[src/rtl/serial_tx_pkg.sv]
// State codes for serial_pattern_tx. Kept in a package so that detector
// benches can decode the debug state port with the same names.
package serial_tx_pkg;

   localparam int STATE_W = 2;

   localparam logic [STATE_W-1:0] ST_IDLE  = 2'b00;
   localparam logic [STATE_W-1:0] ST_SHIFT = 2'b01;
   localparam logic [STATE_W-1:0] ST_GAP   = 2'b10;
   localparam logic [STATE_W-1:0] ST_DONE  = 2'b11;

   typedef enum logic [STATE_W-1:0] {
      IDLE   = ST_IDLE,
      SHIFT  = ST_SHIFT,
      GAP_S  = ST_GAP,
      DONE_S = ST_DONE
   } state_e;

endpackage

[src/rtl/piso_shift_reg.sv]
// Parallel-in, serial-out register that shifts left and exposes its MSB.
// A load overrides a shift requested in the same cycle.
module piso_shift_reg #(
   parameter int WIDTH = 8
) (
   input  logic             clk,
   input  logic             reset,
   input  logic             i_load,
   input  logic             i_shift,
   input  logic [WIDTH-1:0] i_data,
   output logic             o_msb
);

   logic [WIDTH-1:0] r_sreg;

   always_ff @(posedge clk) begin
      if (reset)        r_sreg <= '0;
      else if (i_load)  r_sreg <= i_data;
      else if (i_shift) r_sreg <= {r_sreg[WIDTH-2:0], 1'b0};
   end

   assign o_msb = r_sreg[WIDTH-1];

endmodule

[src/rtl/serial_pattern_tx.sv]
// Sends a captured WIDTH-bit pattern MSB-first, repeat_n times, with GAP idle
// cycles between repetitions and a done pulse at the end.
module serial_pattern_tx
   import serial_tx_pkg::*;
#(
   parameter int WIDTH = 8,
   parameter int CNT_W = 4,
   parameter int GAP   = 1
) (
   input  logic               clk,
   input  logic               reset,
   input  logic               start,
   input  logic [WIDTH-1:0]   pattern,
   input  logic [CNT_W-1:0]   repeat_n,
   output logic               ready,
   output logic               x,
   output logic               x_valid,
   output logic               done,
   output logic [STATE_W-1:0] state
);

   localparam int BIT_W = $clog2(WIDTH);
   localparam int GAP_W = (GAP > 0) ? $clog2(GAP + 1) : 1;

   state_e           r_state;
   logic [WIDTH-1:0] r_hold;
   logic [BIT_W-1:0] r_bit_cnt;
   logic [GAP_W-1:0] r_gap_cnt;
   logic [CNT_W-1:0] r_rep_cnt;
   logic             r_ready;
   logic             r_x;
   logic             r_x_valid;
   logic             r_done;

   logic             w_capture;
   logic             w_last_bit;
   logic             w_reload;
   logic             w_load;
   logic             w_shift;
   logic             w_msb;
   logic [WIDTH-1:0] w_load_data;

   always_comb begin
      w_capture   = (r_state == IDLE) && r_ready && start;
      w_last_bit  = (r_state == SHIFT) && (r_bit_cnt == '0);
      w_reload    = (w_last_bit && (r_rep_cnt != CNT_W'(1)) && (GAP == 0)) ||
                    ((r_state == GAP_S) && (r_gap_cnt == '0));
      w_load      = w_capture || w_reload;
      w_shift     = (r_state == SHIFT);
      w_load_data = w_capture ? pattern : r_hold;
   end

   piso_shift_reg #(.WIDTH(WIDTH)) u_piso (
      .clk     (clk),
      .reset   (reset),
      .i_load  (w_load),
      .i_shift (w_shift),
      .i_data  (w_load_data),
      .o_msb   (w_msb)
   );

   // Outputs are registered from the current state, so they trail r_state by
   // one cycle; ready additionally waits one IDLE cycle after done.
   always_ff @(posedge clk) begin
      if (reset) begin
         // NOTE: the hold register is cleared too, so a reset mid-frame leaves no stale pattern behind.
         r_state   <= IDLE;
         r_hold    <= '0;
         r_bit_cnt <= '0;
         r_gap_cnt <= '0;
         r_rep_cnt <= '0;
         r_ready   <= 1'b1;
         r_x       <= 1'b0;
         r_x_valid <= 1'b0;
         r_done    <= 1'b0;
      end else begin
         r_x_valid <= (r_state == SHIFT);
         r_x       <= (r_state == SHIFT) && w_msb;
         r_done    <= (r_state == DONE_S);
         r_ready   <= (r_state == IDLE) && !w_capture;

         case (r_state)
            IDLE: begin
               if (w_capture) begin
                  r_hold    <= pattern;
                  r_rep_cnt <= repeat_n;
                  r_bit_cnt <= BIT_W'(WIDTH - 1);
                  r_state   <= (repeat_n != '0) ? SHIFT : DONE_S;
               end
            end
            SHIFT: begin
               if (r_bit_cnt != '0) begin
                  r_bit_cnt <= r_bit_cnt - 1'b1;
               end else begin
                  r_rep_cnt <= r_rep_cnt - 1'b1;
                  if (r_rep_cnt == CNT_W'(1)) begin
                     r_state <= DONE_S;
                  end else if (GAP > 0) begin
                     r_gap_cnt <= GAP_W'(GAP - 1);
                     r_state   <= GAP_S;
                  end else begin
                     r_bit_cnt <= BIT_W'(WIDTH - 1);
                  end
               end
            end
            GAP_S: begin
               if (r_gap_cnt == '0) begin
                  r_bit_cnt <= BIT_W'(WIDTH - 1);
                  r_state   <= SHIFT;
               end else begin
                  r_gap_cnt <= r_gap_cnt - 1'b1;
               end
            end
            DONE_S:  r_state <= IDLE;
            default: r_state <= IDLE;
         endcase
      end
   end

   assign ready   = r_ready;
   assign x       = r_x;
   assign x_valid = r_x_valid;
   assign done    = r_done;
   assign state   = r_state;

endmodule
[config.mk]
export PLATFORM = sky130hd
export DESIGN_NAME = serial_pattern_tx
export DESIGN_NICKNAME = d
export VERILOG_FILES = /design/src/rtl/serial_tx_pkg.sv /design/src/rtl/piso_shift_reg.sv /design/src/rtl/serial_pattern_tx.sv
export SDC_FILE = /design/constraint.sdc
export NUM_CORES = 1
export LEC_CHECK = 0
export BUFFER_PORTS_ARGS = -buffer_cell sky130_fd_sc_hd__buf_2
export CAP_MARGIN = 40
export CORE_MARGIN = 2
export CORE_UTILIZATION = 54
export CTS_CLUSTER_SIZE = 40
export DETAILED_ROUTE_END_ITERATION = 7
export GPL_TIMING_DRIVEN = 0
export HOLD_SLACK_MARGIN = 0.02
export PLACE_DENSITY = 0.84
export SETUP_SLACK_MARGIN = 0.05
export SLEW_MARGIN = 20
export SYNTH_ARGS = -nofsm -noshare
export SYNTH_HDL_FRONTEND = slang
export SYNTH_SLANG_ARGS = --single-unit
[constraint.sdc]
create_clock -name clk -period 1.4 [get_ports clk]
set_input_delay 0.28 -clock clk [delete_from_list [all_inputs] [get_ports clk]]
set_output_delay 0.28 -clock clk [all_outputs]
set_load 0.02 [all_outputs]
# Word-level counts from Yosys, hierarchy flattened
# Index checks and enable logic that the tools add are counted.
[word_totals] register_bits=30 latch_bits=0 ram_bits=0 romBits=0 in_bits=15 out_inout_bits=6 word_cells=61 mem_count=0
[classes] addsub=3 mul=0 div=0 order_cmp=0 n_eq_ne=9 shifts=0 mux=20 n_bitwise=1 n_reduce_logical=18
[ops] op="$mux W8" count=3
[ops] op="$ne A2 B2 Y1 const B" count=5
[ops] op="$mux W3" count=3
[ops] op="$pmux W3 S3" count=1
[ops] op="$reduce_and A3 Y1" count=3
[ops] op="$mux W2" count=4
[ops] op="$mux W4" count=2
[ops] op="$pmux W2 S4" count=1
[ops] op="$pmux W4 S2" count=1
[ops] op="$reduce_bool A2 Y1" count=3
[ops] op="$reduce_bool A3 Y1" count=2
[ops] op="$logic_and A1 B1 Y1" count=5
[ops] op="$eq A2 B2 Y1 const B" count=2
[ops] op="$eq A4 B1 Y1 const B" count=1
[ops] op="$mux W1" count=4
[ops] op="$reduce_and A4 Y1" count=1
[ops] op="$reduce_bool A4 Y1" count=1
[ops] op="$sub A4 B1 Y4 const B" count=1
[ops] op="$sub A3 B1 Y3 const B" count=1
[ops] op="$eq A2 B1 Y1 const B" count=1
[ops] op="$logic_not A2 Y1" count=1
[ops] op="$pmux W1 S2" count=1
[ops] op="$logic_not A1 Y1" count=1
[ops] op="$logic_or A1 B1 Y1" count=1
[ops] op="other kinds (2)" count=2

# Longest topological paths before layout
[depth] depth_word=5 mapped_depth=5 ltp_nobuf=5

# Hierarchy
# A second synthesis with hierarchy kept.
[unflattened] hier_cells=136 hier_area_um2=1412.6
[by_module_without_submodules] module="serial_pattern_tx" n_inst=1 cells_per_inst=101 area_per_inst_um2=1043.5 seq_area_each_um2=420.4
[by_module_without_submodules] module="piso_shift_reg" n_inst=1 cells_per_inst=35 area_per_inst_um2=369.1 seq_area_each_um2=160.2

# Worst setup path after synthesis
# OpenSTA, ideal clock, no wires.
[synth_path] path_kind="reg2reg" from="register r_ready, in the netlist ready" to="register u_piso.r_sreg[0]" setup_time_ns=0.103 t_arrival_ns=1.354 required_ns=1.297 path_slack_ns=-0.057 stages_incl_launch_ff=6 path_buffers=2 synth_period_minus_slack_ns=1.457 cell_sequence="dfxtp_1 buf_6 and4bb_1 buf_6 mux2i_1 a2111oi_2"
[synth_between] elab_chain_cells=4 word_cells_on_any_way=6 cone_classes="mux: 2; reduce/logical: 4"
[synth_lines] element="start, declared" line_no="serial_pattern_tx.sv:30" source="logic r_ready;"
[synth_lines] element="start signal, assigned" line_no="serial_pattern_tx.sv:80" source="r_ready <= (r_state == IDLE) && !w_capture;"
[synth_lines] element="$logic_and A1 B1 Y1 (*) (2 in series)" line_no="serial_pattern_tx.sv:44" source="w_capture = (r_state == IDLE) && r_ready && start;"
[synth_lines] element="$mux W8 or $logic_or A1 B1 Y1 (tied branches)"
[synth_lines] element="$mux W8 or $reduce_bool A2 Y1 (tied branches)"
[synth_lines] element="end signal, assigned" line_no="piso_shift_reg.sv:18" source="else if (i_load) r_sreg <= i_data;"
[synth_lines] element="end signal, assigned" line_no="piso_shift_reg.sv:19" source="else if (i_shift) r_sreg <= {r_sreg[WIDTH-2:0], 1'b0};"
[synth_lines] element="end, declared" line_no="piso_shift_reg.sv:14" source="logic [WIDTH-1:0] r_sreg;"
# Mark *: on every way between the ends. The rest lies on a longest branch, timed or not.
# A chain may end at the register's enable or synchronous reset.

# Worst setup path after layout
[layout_path] from="register r_state[1], in the netlist state[1]" to="register r_rep_cnt[1]"
[layout_between] elab_chain_cells=5 word_cells_on_any_way=9 cone_classes="eq/ne: 3; mux: 1; reduce/logical: 5"
[layout_lines] element="start, declared" line_no="serial_pattern_tx.sv:25" source="state_e r_state;"
[layout_lines] element="start signal, assigned" line_no="serial_pattern_tx.sv:88" source="r_state <= (repeat_n != '0) ? SHIFT : DONE_S;"
[layout_lines] element="$logic_not A2 Y1" line_no="serial_pattern_tx.sv:44, serial_pattern_tx.sv:82"
[layout_lines] element="$logic_and A1 B1 Y1 (2 in series)" line_no="serial_pattern_tx.sv:44"
[layout_lines] element="$ne A2 B2 Y1 (no source line)"
[layout_lines] element="$reduce_and A3 Y1 (no source line)"
[layout_lines] element="end signal, assigned" line_no="serial_pattern_tx.sv:86" source="r_rep_cnt <= repeat_n;"
[layout_lines] element="end signal, assigned" line_no="serial_pattern_tx.sv:95" source="r_rep_cnt <= r_rep_cnt - 1'b1;"
[layout_lines] element="end, declared" line_no="serial_pattern_tx.sv:29" source="logic [CNT_W-1:0] r_rep_cnt;"
# Parallel ways exist; a longest one is shown, timed or not.

==> flow_metrics.env <==
export IMPL_run_status="finished, violations left"
export IMPL_failed_checks="setup timing"
export IMPL_f_max_mhz=705
export IMPL_dieArea_um2=3110
export IMPL_global_router_s_overall_resource_usage_pct=26.7
export IMPL_transition_at_the_pin_with_the_smallest_max_transition_slack_ps=522
export IMPL_wl_per_cell_um=18.9
export IMPL_grt_pass1_vias=1399
export IMPL_power_frac_clock_pct=27.9
export IMPL_floorplan_rows=18
export IMPL_port_buffer_count=19
export IMPL_ir_drop_uv=1220
export IMPL_p_sw_share_pct=32.5
export IMPL_critical_path_endpoint_type="flip-flop"
export IMPL_post_synth_instance_area_um2=1450
export IMPL_arrival_ps=1630
export IMPL_power_density_nw_per_um2=1360
export IMPL_cts_made_buffers=5
export IMPL_syn_avg_cell_area_um2=8.81
export IMPL_synth_async_reset_ratio_pct=0
export IMPL_ys_flop_type="sky130_fd_sc_hd__dfxtp_1"
export IMPL_clock_sink_count=29
export IMPL_internal_power_uw=1780
export IMPL_place_detailed_instances=213
export IMPL_num_io_pins=21
export IMPL_drt_iter0_markers=86
export IMPL_maxSlewViolCount=0
export IMPL_clockRootBuffer="sky130_fd_sc_hd__clkbuf_4"
export IMPL_drt_wl_total_mm=4.38
export IMPL_yosysWarnings=0
export IMPL_global_route_usage_met3_pct=7.67
export IMPL_grt_antenna_before_repair=0
export IMPL_mostFrequentLayoutCells="sky130_fd_sc_hd__dfxtp_1, sky130_fd_sc_hd__nand2_1, sky130_fd_sc_hd__buf_2, sky130_fd_sc_hd__buf_4, sky130_fd_sc_hd__a21oi_1"
export IMPL_clock_tree_from_tritoncts="done"
export IMPL_p_sw_uw=858
export IMPL_initial_standard_cell_utilization_of_the_core_pct=57.8
export IMPL_groute_layer_met1_usage_pct=30.7
export IMPL_layout_worst_path_cycle_share_pct=101
export IMPL_filler_cell_count=171
export IMPL_grt_first_pass_wirelength_mm=6.46
export IMPL_area_growth_syn_to_layout_pct=34.3
export IMPL_clock_skews_ps=3.77
export IMPL_synth_lib_cells_used_distinct=43
export IMPL_cellLeakagePower_uw=0.000767
export IMPL_grt_start_max_net_pins=12
export IMPL_post_route_worst_setup_slack_ps=-19.2
export IMPL_timing_hold_worst_class="primary input to flip-flop"
export IMPL_num_nets_final=220
export IMPL_rsz0062_at_grt="yes"
export IMPL_power_combinational_fraction_pct=33.2
export IMPL_num_vias=1467
export IMPL_floorplan_die_height_um=55.7
export IMPL_route_antenna_remaining_nets=0
export IMPL_critPathKind="flip-flop to flip-flop"
export IMPL_num_antenna_cells=0
export IMPL_setup_viol=1
export IMPL_synthCells=164
export IMPL_fp_dieW_um=55.7
export IMPL_cts_clk_slew_worst_paths_ps=90
export IMPL_drc_errors=0
export IMPL_sequentialPowerShare_pct=38.9
export IMPL_synth_enable_flop_cells=0
export IMPL_fin_util_pct=77.6
export IMPL_core_area_um2=2500
export IMPL_min_period_ps=1420
export IMPL_r2r_setup_slack_ps=-20
export IMPL_clock_insertion_delay_worst_skew_ps=350
export IMPL_max_cap_violations=0
export IMPL_drt_pass1_iter_count=4
export IMPL_timing_hold_ws_ps=184
export IMPL_clk_path_buf_depth=2
export IMPL_finalHoldViolations=0
export IMPL_postSynthRegisterBits=29
export IMPL_worstPathMaxFanout=9
export IMPL_fraction_of_layout_cells_with_a_size_suffix_above_1_pct=37.6
export IMPL_htree_levels=2
export IMPL_crit_required_ps=1610
export IMPL_fin_cells=232
export IMPL_synth_seq_area_share_pct=40.2
export IMPL_dp_final_hpwl_mm=2.63
export IMPL_synthesis_nets=183
export IMPL_place_congestion=0.823
export IMPL_slew_limit_headroom_pct=65.2
export IMPL_worst_setup_start_kind="flip-flop"
export IMPL_global_route_layer_with_the_greatest_usage="met2"
export IMPL_global_route_usage_met2_pct=43.9
export IMPL_gr_total_overflow=0
export IMPL_via_per_instance_ratio=6.32
export IMPL_layout_cells_most_common="sky130_fd_sc_hd__dfxtp_1"
worst max-delay path: stages (launching register included):
cell and delay (ps):
sky130_fd_sc_hd__dfxtp_4 380, sky130_fd_sc_hd__nand4bb_1 250, sky130_fd_sc_hd__clkbuf_2 260, sky130_fd_sc_hd__a221oi_1 300, sky130_fd_sc_hd__a211oi_1 90
routing by layer:
metal	part of all wire [%]	wire, µm
met1	39	1720
met2	50	2200
met3	6.5	285
met4	3.8	168
met5	0	0
synth_stat cells (all sizes together) (4+ instances only):
library cell / instances / area [µm²]
dfxtp: 29 / 581
nand2: 21 / 78.8
a31oi: 7 / 43.8
nand2b: 5 / 31.3
a21oi: 13 / 65.1
nand4b: 4 / 35.0
ha: 4 / 50.1
a21o: 6 / 46.3
nor2: 9 / 33.8
inv: 6 / 22.5
clkbuf: 4 / 15.0
buf: 9 / 65.1
o211ai: 4 / 30.0
state kept, by name, indices dropped and copies added (netlist names):
| signal | count |
|---|---|
| r_hold | 8 |
| u_piso.r_sreg | 8 |
| r_rep_cnt | 4 |
| r_bit_cnt | 3 |
| state | 2 |
| done | 1 |
| ready | 1 |
| x | 1 |
| x_valid | 1 |
final cells by class:
| class | instances | area, µm² | share of cell area [%] |
|---|---|---|---|
| repair buffers | 31 | 215 | 11.1 |
| clock buffers | 7 | 55.1 | 2.84 |
| flip-flops and latches | 29 | 598 | 30.8 |
| well taps | 30 | 37.5 | 1.93 |
| plain buffers | 12 | 104 | 5.35 |
| clock inverters | 1 | 30.0 | 1.55 |
| inverters | 6 | 25.0 | 1.29 |
| multi-input cells | 116 | 876 | 45.1 |
power by group through the flow:
stage | clock [µW] | combinational, µW | sequential (µW)
final | 738 | 877 | 1030
after global routing | 767 | 946 | 1040
after CTS | 737 | 666 | 1010
after detailed placement | 0 | 634 | 1020
after global placement | 0 | 593 | 1010
after floorplan | 0 | 457 | 1010
path summary, 6_finish.rpt:
check             depth (start not counted)                    from                   endpoint
setup / recovery                          4   state[1]$_SDFFE_PP0P_  r_rep_cnt[1]$_SDFFE_PP0P_
hold / removal                            3              pattern[3]     r_hold[3]$_SDFFE_PP0N_
setup reg to reg                          4   state[1]$_SDFFE_PP0P_  r_rep_cnt[1]$_SDFFE_PP0P_
hold reg to reg                           2  r_hold[3]$_SDFFE_PP0N_     r_hold[3]$_SDFFE_PP0N_
metrics by stage:
| step | cell area (µm²) | setup slack (ps) | power, µW | TNS, ps |
|---|---|---|---|---|
| after floorplan | 1460 | 62.5 | 1470 | 0 |
| after global placement | 1590 | -62.6 | 1600 | -62.6 |
| after detailed placement | 1590 | -123 | 1650 | -483 |
| after CTS | 1720 | 21.5 | 2420 | 0 |
| after global routing | 1940 | -41.3 | 2750 | -41.3 |
| final | 1940 | -19.2 | 2640 | -19.2 |
cells by family (layout without fill, tap and decap cells):
group | Yosys count | after routing | share of synthesized area, %
mux | 4 | 4 | 2.86
flops | 29 | 29 | 40.2
simple gates | 61 | 61 | 24.0
buf+inv | 19 | 57 | 7.10
compound gates | 47 | 47 | 22.4
fa+ha+maj | 4 | 4 | 3.46
repair_timing:
action                     CTS  global route
buffers inserted             3             8
resized for setup           15            31
hold buffers                 0             0
setup endpoints to repair   15            17
pin swaps                    5            10
cloned                       0             1
Note: power is estimated with default switching activity, not from simulation.
